$ cat config.mk
export PLATFORM = sky130hd
export DESIGN_NAME = ps2_letter_strobe_flat
export DESIGN_NICKNAME = d
export VERILOG_FILES = /design/src/rtl/enigma_pkg.sv /design/src/rtl/ps2_letter_strobe_if.sv /design/src/rtl/scan_to_index.sv /design/src/rtl/ps2_letter_strobe.sv /design/src/flat_wrapper.sv
export SDC_FILE = /design/constraint.sdc
export NUM_CORES = 1
export LEC_CHECK = 0
export CORE_ASPECT_RATIO = 1.75
export CORE_UTILIZATION = 29
export CTS_CLUSTER_DIAMETER = 60
export DETAILED_ROUTE_END_ITERATION = 12
export PLACE_DENSITY = 0.54
export SYNTH_ARGS = -nofsm -noshare
export SYNTH_HDL_FRONTEND = slang
export SYNTH_SLANG_ARGS = --single-unit
$ cat constraint.sdc
create_clock -name CLOCK_50 -period 5.9 [get_ports CLOCK_50]
set_input_delay 0.59 -clock CLOCK_50 [delete_from_list [all_inputs] [get_ports CLOCK_50]]
set_output_delay 0.59 -clock CLOCK_50 [all_outputs]
set_load 0.01 [all_outputs]
$ cat src/rtl/enigma_pkg.sv
// Shared constants, parser state type and the set-2 make-code table for the
// keyboard-to-rotor letter path.
package enigma_pkg;

    localparam int NUM_LETTERS = 26;

    localparam logic [7:0] SC_BREAK = 8'hF0;
    localparam logic [7:0] SC_EXT   = 8'hE0;

    typedef enum logic [1:0] {
        ST_IDLE,
        ST_BRK,
        ST_EXT,
        ST_EXT_BRK
    } parse_state_e;

    // Entry i is the make code of letter i (A = 0).
    localparam logic [7:0] SCAN_TABLE [NUM_LETTERS] = '{
        8'h1C, 8'h32, 8'h21, 8'h23, 8'h24, 8'h2B, 8'h34, 8'h33, 8'h43,
        8'h3B, 8'h42, 8'h4B, 8'h3A, 8'h31, 8'h44, 8'h4D, 8'h15, 8'h2D,
        8'h1B, 8'h2C, 8'h3C, 8'h2A, 8'h1D, 8'h22, 8'h35, 8'h1A
    };

endpackage

$ cat src/rtl/ps2_letter_strobe_if.sv
// Byte handshake between the PS/2 receiver (master) and the letter parser (slave).
interface ps2_letter_strobe_if;
    logic [7:0] scan_code;
    logic       scan_ready;
    logic       read;

    modport master (output scan_code, output scan_ready, input read);
    modport slave  (input scan_code, input scan_ready, output read);
endinterface

$ cat src/rtl/scan_to_index.sv
// Combinational lookup of a set-2 make code into a letter index 0..25.
module scan_to_index
    import enigma_pkg::*;
(
    input  logic [7:0] scan_code,
    output logic [4:0] idx,
    output logic       is_letter
);

    always_comb begin
        idx       = '0;
        is_letter = 1'b0;
        for (int i = 0; i < NUM_LETTERS; i++) begin
            if (scan_code == SCAN_TABLE[i]) begin
                idx       = 5'(i);
                is_letter = 1'b1;
            end
        end
    end

endmodule

$ cat src/rtl/ps2_letter_strobe.sv
// Parses PS/2 make/break/extended byte streams into once-per-press letter
// events: a rotor step pulse followed one cycle later by the one-hot letter.
module ps2_letter_strobe
    import enigma_pkg::*;
#(
    parameter bit REPEAT_OK = 1'b0
) (
    input  logic                   CLOCK_50,
    input  logic                   reset,
    ps2_letter_strobe_if.slave     kb,
    input  logic                   clear,
    output logic                   step,
    output logic [NUM_LETTERS-1:0] letter,
    output logic [4:0]             letter_index,
    output logic                   letter_valid,
    output logic                   key_held,
    output logic [15:0]            letter_count
);

    parse_state_e           state_q, state_d;
    logic                   read_q, read_d;
    logic                   step_q, step_d;
    logic [4:0]             pend_idx_q, pend_idx_d;
    logic [7:0]             held_code_q, held_code_d;
    logic                   key_held_q, key_held_d;
    logic [NUM_LETTERS-1:0] letter_q, letter_d;
    logic [4:0]             letter_index_q, letter_index_d;
    logic                   letter_valid_q, letter_valid_d;
    logic [15:0]            letter_count_q, letter_count_d;

    logic [4:0] scan_idx;
    logic       scan_is_letter;
    logic       consume;
    logic       is_repeat;

    scan_to_index u_scan_to_index (
        .scan_code (kb.scan_code),
        .idx       (scan_idx),
        .is_letter (scan_is_letter)
    );

    // read_q high means the current byte was taken last cycle and may still be on the bus.
    assign consume   = kb.scan_ready && !read_q;
    assign is_repeat = key_held_q && (kb.scan_code == held_code_q) && !REPEAT_OK;

    always_comb begin
        state_d        = state_q;
        read_d         = consume;
        step_d         = 1'b0;
        pend_idx_d     = pend_idx_q;
        held_code_d    = held_code_q;
        key_held_d     = key_held_q;
        letter_d       = letter_q;
        letter_index_d = letter_index_q;
        letter_valid_d = 1'b0;
        letter_count_d = letter_count_q;

        if (consume) begin
            unique case (state_q)
                ST_IDLE: begin
                    if (kb.scan_code == SC_BREAK) begin
                        state_d = ST_BRK;
                    end else if (kb.scan_code == SC_EXT) begin
                        state_d = ST_EXT;
                    end else if (scan_is_letter && !is_repeat) begin
                        step_d      = 1'b1;
                        pend_idx_d  = scan_idx;
                        held_code_d = kb.scan_code;
                        key_held_d  = 1'b1;
                    end
                end
                ST_BRK: begin
                    if (kb.scan_code != SC_BREAK) begin
                        state_d = ST_IDLE;
                        if (kb.scan_code == held_code_q) key_held_d = 1'b0;
                    end
                end
                ST_EXT: begin
                    if (kb.scan_code == SC_BREAK)   state_d = ST_EXT_BRK;
                    else if (kb.scan_code != SC_EXT) state_d = ST_IDLE;
                end
                ST_EXT_BRK: state_d = ST_IDLE;
                default:    state_d = ST_IDLE;
            endcase
        end

        // The step pulse doubles as the pending-update flag; a letter update beats clear.
        if (step_q) begin
            letter_d       = {{(NUM_LETTERS-1){1'b0}}, 1'b1} << pend_idx_q;
            letter_index_d = pend_idx_q;
            letter_valid_d = 1'b1;
            letter_count_d = letter_count_q + 16'd1;
        end else if (clear) begin
            letter_d       = '0;
            letter_index_d = '0;
        end
    end

    always_ff @(posedge CLOCK_50) begin
        if (reset) begin
            state_q        <= ST_IDLE;
            read_q         <= 1'b0;
            step_q         <= 1'b0;
            pend_idx_q     <= '0;
            held_code_q    <= '0;
            key_held_q     <= 1'b0;
            letter_q       <= '0;
            letter_index_q <= '0;
            letter_valid_q <= 1'b0;
            letter_count_q <= '0;
        end else begin
            state_q        <= state_d;
            read_q         <= read_d;
            step_q         <= step_d;
            pend_idx_q     <= pend_idx_d;
            held_code_q    <= held_code_d;
            key_held_q     <= key_held_d;
            letter_q       <= letter_d;
            letter_index_q <= letter_index_d;
            letter_valid_q <= letter_valid_d;
            letter_count_q <= letter_count_d;
        end
    end

    assign kb.read      = read_q;
    assign step         = step_q;
    assign letter       = letter_q;
    assign letter_index = letter_index_q;
    assign letter_valid = letter_valid_q;
    assign key_held     = key_held_q;
    assign letter_count = letter_count_q;

endmodule

$ cat src/flat_wrapper.sv
// flat-port wrapper written by rule: the top's interface ports become plain ports
module ps2_letter_strobe_flat import enigma_pkg::*;
#(
    parameter bit REPEAT_OK = 1'b0
)
  (CLOCK_50, reset, clear, step, letter, letter_index, letter_valid, key_held, letter_count, kb_scan_code, kb_scan_ready, kb_read);
  ps2_letter_strobe_if kb_i ();
  input  logic CLOCK_50;
  input  logic reset;
  input  logic clear;
  output logic step;
  output logic [NUM_LETTERS-1:0] letter;
  output logic [4:0] letter_index;
  output logic letter_valid;
  output logic key_held;
  output logic [15:0] letter_count;
  input wire logic [$bits(kb_i.scan_code)-1:0] kb_scan_code;
  input wire logic [$bits(kb_i.scan_ready)-1:0] kb_scan_ready;
  output wire logic [$bits(kb_i.read)-1:0] kb_read;
  assign kb_i.scan_code = kb_scan_code;
  assign kb_i.scan_ready = kb_scan_ready;
  assign kb_read = kb_i.read;
  ps2_letter_strobe #(.REPEAT_OK(REPEAT_OK)) u_core (.CLOCK_50(CLOCK_50), .reset(reset), .kb(kb_i), .clear(clear), .step(step), .letter(letter), .letter_index(letter_index), .letter_valid(letter_valid), .key_held(key_held), .letter_count(letter_count));
endmodule
# Word-level counts from Yosys, hierarchy flattened

Cells that the tools add are included.

Register bits: 66
Bits in latches: 0
Bits in writable memories: 0
ROM bits: 0
Output and inout port bits: 51
Memories: 0

$add $sub $neg: 1
$mul: 0
Div/mod/pow operators: 0
Order comparisons: 0
Equality and inequality tests: 41
Shifts and indexed selects: 1
Mux-type cells: 69
Bitwise gates (word level): 4
Reductions and logical operators: 12

Operators with widths:

| cell                                                   | number |
|---|---|
| two-way mux 5 bit                                      | 26 |
| == test 8 x 6 -> 1 bit (second input constant)         | 16 |
| two-way mux 26 bit                                     | 2 |
| == test 8 x 5 -> 1 bit (second input constant)         | 5 |
| == test 8 x 7 -> 1 bit (second input constant)         | 5 |
| two-way mux 1 bit                                      | 34 |
| left shift 1 x 5 -> 26 bit (first input constant)      | 1 |
| adder 16 x 1 -> 16 bit (second input constant)         | 1 |
| == test 8 bit (second input constant)                  | 2 |
| inequality test 8 bit (second input constant)          | 2 |
| two-way mux 2 bit                                      | 5 |
| == test 8 bit                                          | 1 |
| one-hot mux 2 bit (4 select lines)                     | 1 |
| AND reduction 7 bit                                    | 1 |
| inequality test 2 x 1 -> 1 bit (second input constant) | 3 |
| inequality test 3 x 1 -> 1 bit (second input constant) | 2 |
| AND reduction 5 bit                                    | 1 |
| OR reduction 5 bit                                     | 1 |
| == test 2 bit (second input constant)                  | 2 |
| inequality test 2 bit (second input constant)          | 2 |
| inverter 1 bit                                         | 4 |
| AND reduction 4 bit                                    | 1 |
| nonzero test 2 bit                                     | 2 |
| logical AND 1 bit                                      | 3 |
| other kinds (4)                                        | 5 |

# Logic depth before layout (Yosys ltp)

Word-level depth: 32
Gate-level depth with buffers: 9

# Cells and area by module

Synthesis repeated with hierarchy kept, for this count alone.

Cell total of the unflattened synthesis: 429
Area, all modules: 3555.9 sq um

Modules (own cells, without submodules):

| module            | instances | cells an instance | area an instance (sq um) | sequential area each (sq um) |
|---|---|---|---|---|
| ps2_letter_strobe | 1         | 351               | 3060.4                   | 1321.3 |
| scan_to_index     | 1         | 78                | 495.5                    | 0.0 |

# Worst setup path before layout

OpenSTA, ideal clock, no wires.

Kind: input-to-reg
From: input port kb_scan_code[4]
To: register u_core.pend_idx_q[2]
Library setup time: 0.119 ns
Arrival: 2.218 ns
Setup slack: 3.564 ns
Stages on the path: 8
Cells stage by stage: buf_4 buf_4 xnor2_1 nand4_1 nor2_1 a2111o_1 or3_1 o221a_1

Longest elaborated chain between the ends: 29
Elaborated cells between the ends (all ways): 84

RTL lines:

| what                                 | line                     | RTL |
|---|---|---|
| start: declaration                   | flat_wrapper.sv:17       | `input wire logic [$bits(kb_i.scan_code)-1:0] kb_scan_code;` |
| == test 8 x 5 -> 1 bit               | scan_to_index.sv:14      | `if (scan_code == SCAN_TABLE[i]) begin` |
| two-way mux 1 bit (26 in series)     | scan_to_index.sv:14      |  |
| logical AND 1 bit                    | ps2_letter_strobe.sv:65  | `end else if (scan_is_letter && !is_repeat) begin` |
| AND reduction 5 bit (no source line) | -                        |  |
| end signal: assignment               | ps2_letter_strobe.sv:115 | `pend_idx_q <= pend_idx_d;` |
| end: declaration                     | ps2_letter_strobe.sv:23  | `logic [4:0] pend_idx_q, pend_idx_d;` |

Several ways; a longest one is shown, not always the timed one.
A chain may end at the register's enable or synchronous reset.

# Worst setup path in the final report

From: input port kb_scan_code[3]
To: register u_core.pend_idx_q[4]

Same word-level chain as after synthesis.

==> summary.md <==
| Metric | Value |
|---|---|
| P&R area growth vs syn | `32.5%` |
| CTS Buf Count | `9` |
| Core ar. | `10,800 um^2` |
| Hold-fix buffers at CTS | `0` |
| Starting DRT DRC Count | `119` |
| Initial core utilization | `0.298` |
| Final instance area | `approximately 4300 um^2` |
| Global-route wire length before repair | `between 10 and 15 mm` |
| Total GRT Usage | `0.151` |
| Antenna viol nets, final | `0` |
| Port buffer count | `62` |
| Fin nets | `between 400 and 500` |
| DIE HEIGHT | `141 um` |
| Number of H-tree levels | `3` |
| Final setup TNS | `0 ns` |
| DR pass1 iterations | `4` |
| Final Non-Filler Cells | `552` |
| Max Cap Viol | `0` |
| DR vias/cell | `about 5.1` |
| DRT Wirelength | `~8 mm` |
| # setup viols final | `0` |
| Share of cells above drive strength 1 | `0.0735` |
| Final worst path period share | `0.547` |
| Die area | `between 10,000 and 15,000 um^2` |
| Vias in the first global route | `around 2,700` |
| Max-slew violations | `0` |
| Clk Tree Root Cell | `clkbuf_16` |
| Bufs on Longest Clock Path | `2` |
| Fin. Hold Viols | `0` |
| Clk Latency, worst-skew pair | `0.33 ns` |
| Most frequent cells in the layout | `dfxtp_1 (66), nor2_1 (62), clkdlybuf4s50_1 (61)` |
| Cell variety after synth | `a little over 60` |
| Post-route DRC violation count | `0` |
| # diodes | `0` |
| Row count | `50` |
| Die Wd | `around 80 um` |
| Worst setup SP type | `primary input` |
| Placed Cells | `536` |
| Ys async rst share | `0` |
| Post-CTS Setup Bufs | `0` |
| Max Clk Rate | `~310 MHz` |
| Required @ worst endpoint | `~6.1 ns` |
| Clock Pin Slew Worst Setup and Hold Paths | `~0.050 ns` |
| TritonCTS clock tree | `built` |
| RSZ-0062 raised after global routing | `no` |
| P per Cell Area | `288 nW/um^2` |
| Post-cts sizing count | `0` |
| Status | `finished clean` |
| RePlAce Congestion | `0.882` |
| Power after layout | `between 1 and 1.5 mW` |
| Hold_ws | `approximately 0.48 ns` |
| Fillers | `between 1,000 and 1,500` |
| Mapped Area | `approximately 3200 um^2` |
| CP endpoint kind | `register` |
| Commonest non-fill, non-tap cell in the layout | `dfxtp_1` |
| Worst hold-check path type | `register to register` |
| Synth warn | `0` |
| IO Pins | `between 60 and 70` |
| Sequential share of the synthesized area | `0.411` |
| P_leak | `around 1.5 nW` |
| Post-Syn Nets | `between 300 and 400` |
| Worst Tran Pin Value | `roughly 0.75 ns` |
| CP arrival | `3.41 ns` |
| Tmin final | `between 3 and 4 ns` |
| Syn avg cell area | `between 8 and 9 um^2` |
| WL/cell | `~15 um` |
| DR vias | `2,835` |
| Skew final | `slightly below 0.006 ns` |
| Synth Instances | `roughly 370` |
| Gr ovfl total | `0` |
| Post-synth EDFFs | `0` |
| DP Area | `3870 um^2` |
| Max VDD drop | `~0.17 mV` |
| Post-synthesis register bit count | `66` |
| Crit path max fanout | `22` |
| CTS Sinks | `66` |
| CP Class | `primary input to register` |
| Initial antenna violation count | `0` |
| Max-slew headroom | `0.500` |
| Largest net degree at the start of global routing | `65` |
| Post-DP HPWL | `between 5 and 6 mm` |
| Top_reg_cell synth | `dfxtp_1` |
-- layer usage --
metal / vias up / part of all wire / GRT usage
met4: 0 / 0.026 / 0.0799
met5: - / 0 / 0
met2: 56 / 0.54 / 0.265
li1: 1405 / - / -
met1: 1359 / 0.41 / 0.171
met3: 15 / 0.029 / 0.0227
-- logic make-up after synthesis --
kind of cell | after synthesis | synth area share
mux | 3 | 0.00974
compound gates | 82 | 0.180
fa+ha+maj | 1 | 0.00389
buf+inv | 29 | 0.0506
simple gates | 159 | 0.271
flops | 66 | 0.411
xor+xnor | 27 | 0.0736
-- cell usage after synthesis (3+ instances only) --
cell type	n	area share
nor2b_1	5	0.0097
a211oi_1	4	0.0093
and2_1	3	0.0058
nor2_1	62	0.072
a22oi_1	27	0.063
nand3_1	10	0.016
and3_1	4	0.0078
buf_2	6	0.0093
nor3b_1	8	0.019
o22ai_1	3	0.0058
xor2_1	13	0.035
a21oi_1	20	0.031
a211oi_2	3	0.012
nor4b_1	3	0.0082
nor3_1	7	0.011
o21ai_0	10	0.016
nand2b_1	12	0.023
nand2_1	16	0.019
xnor2_1	14	0.038
dfxtp_1	66	0.41
buf_4	4	0.0093
clkbuf_1	13	0.015
nand4_1	6	0.012
-- critical path: stages --
cell,delay (ns)
clkdlybuf4s50_1,0.96
and2b_1,0.29
and3b_1,0.18
a211oi_1,0.36
or4b_1,0.70
a21oi_1,0.26
a211oi_2,0.06
-- where the power goes --
| group | switching, mW | internal (mW) | leakage, nW | total, mW |
|---|---|---|---|---|
| sequential | 0.00433 | 0.450 | 0.532 | 0.454 |
| clock | 0.193 | 0.499 | 0.190 | 0.692 |
| combinational | 0.0511 | 0.0303 | 0.742 | 0.0814 |
| total | 0.249 | 0.979 | 1.46 | 1.23 |
-- final cells by class --
| type | count | area, um^2 | share of cell area |
|---|---|---|---|
| Sequential cell | 66 | 1320 | 0.310 |
| Inverter | 2 | 7.51 | 0.00176 |
| Clock inverter | 7 | 164 | 0.0385 |
| Timing Repair Buffer | 66 | 646 | 0.152 |
| Clock buffer | 9 | 225 | 0.0529 |
| Tap cell | 130 | 163 | 0.0382 |
| Multi-Input combinational cell | 272 | 1730 | 0.406 |
-- registers in the layout, indices dropped and copies added, names as in the netlist --
| name | count |
|---|---|
| u_core.held_code_q | 8 |
| u_core.kb.read | 1 |
| u_core.key_held | 1 |
| u_core.letter | 26 |
| u_core.letter_count | 16 |
| u_core.letter_index | 5 |
| u_core.letter_valid | 1 |
| u_core.pend_idx_q | 5 |
| u_core.state_q | 2 |
| u_core.step | 1 |
-- final timing paths --
path | endpoint | depth (start not counted) | slack, ns | from
worst max register to register | u_core.pend_idx_q[2] | 5 | 3.77 | u_core.kb.read
worst max-delay path | u_core.pend_idx_q[4] | 7 | 2.67 | kb_scan_code[3]
worst min register to register | u_core.letter_index[4] | 2 | 0.48 | u_core.letter_index[4]
worst min-delay path | u_core.letter_index[4] | 2 | 0.48 | u_core.letter_index[4]
-- through the flow --
| stage | setup slack [ns] | utilization |
|---|---|---|
| floorplan | 3.56 | - |
| global placement | 2.46 | 0.359 |
| detailed placement | 2.36 | 0.359 |
| CTS | 2.71 | 0.395 |
| global route | 2.49 | 0.395 |
| finish | 2.67 | 0.395 |
Power figures use the tool's default switching activity.
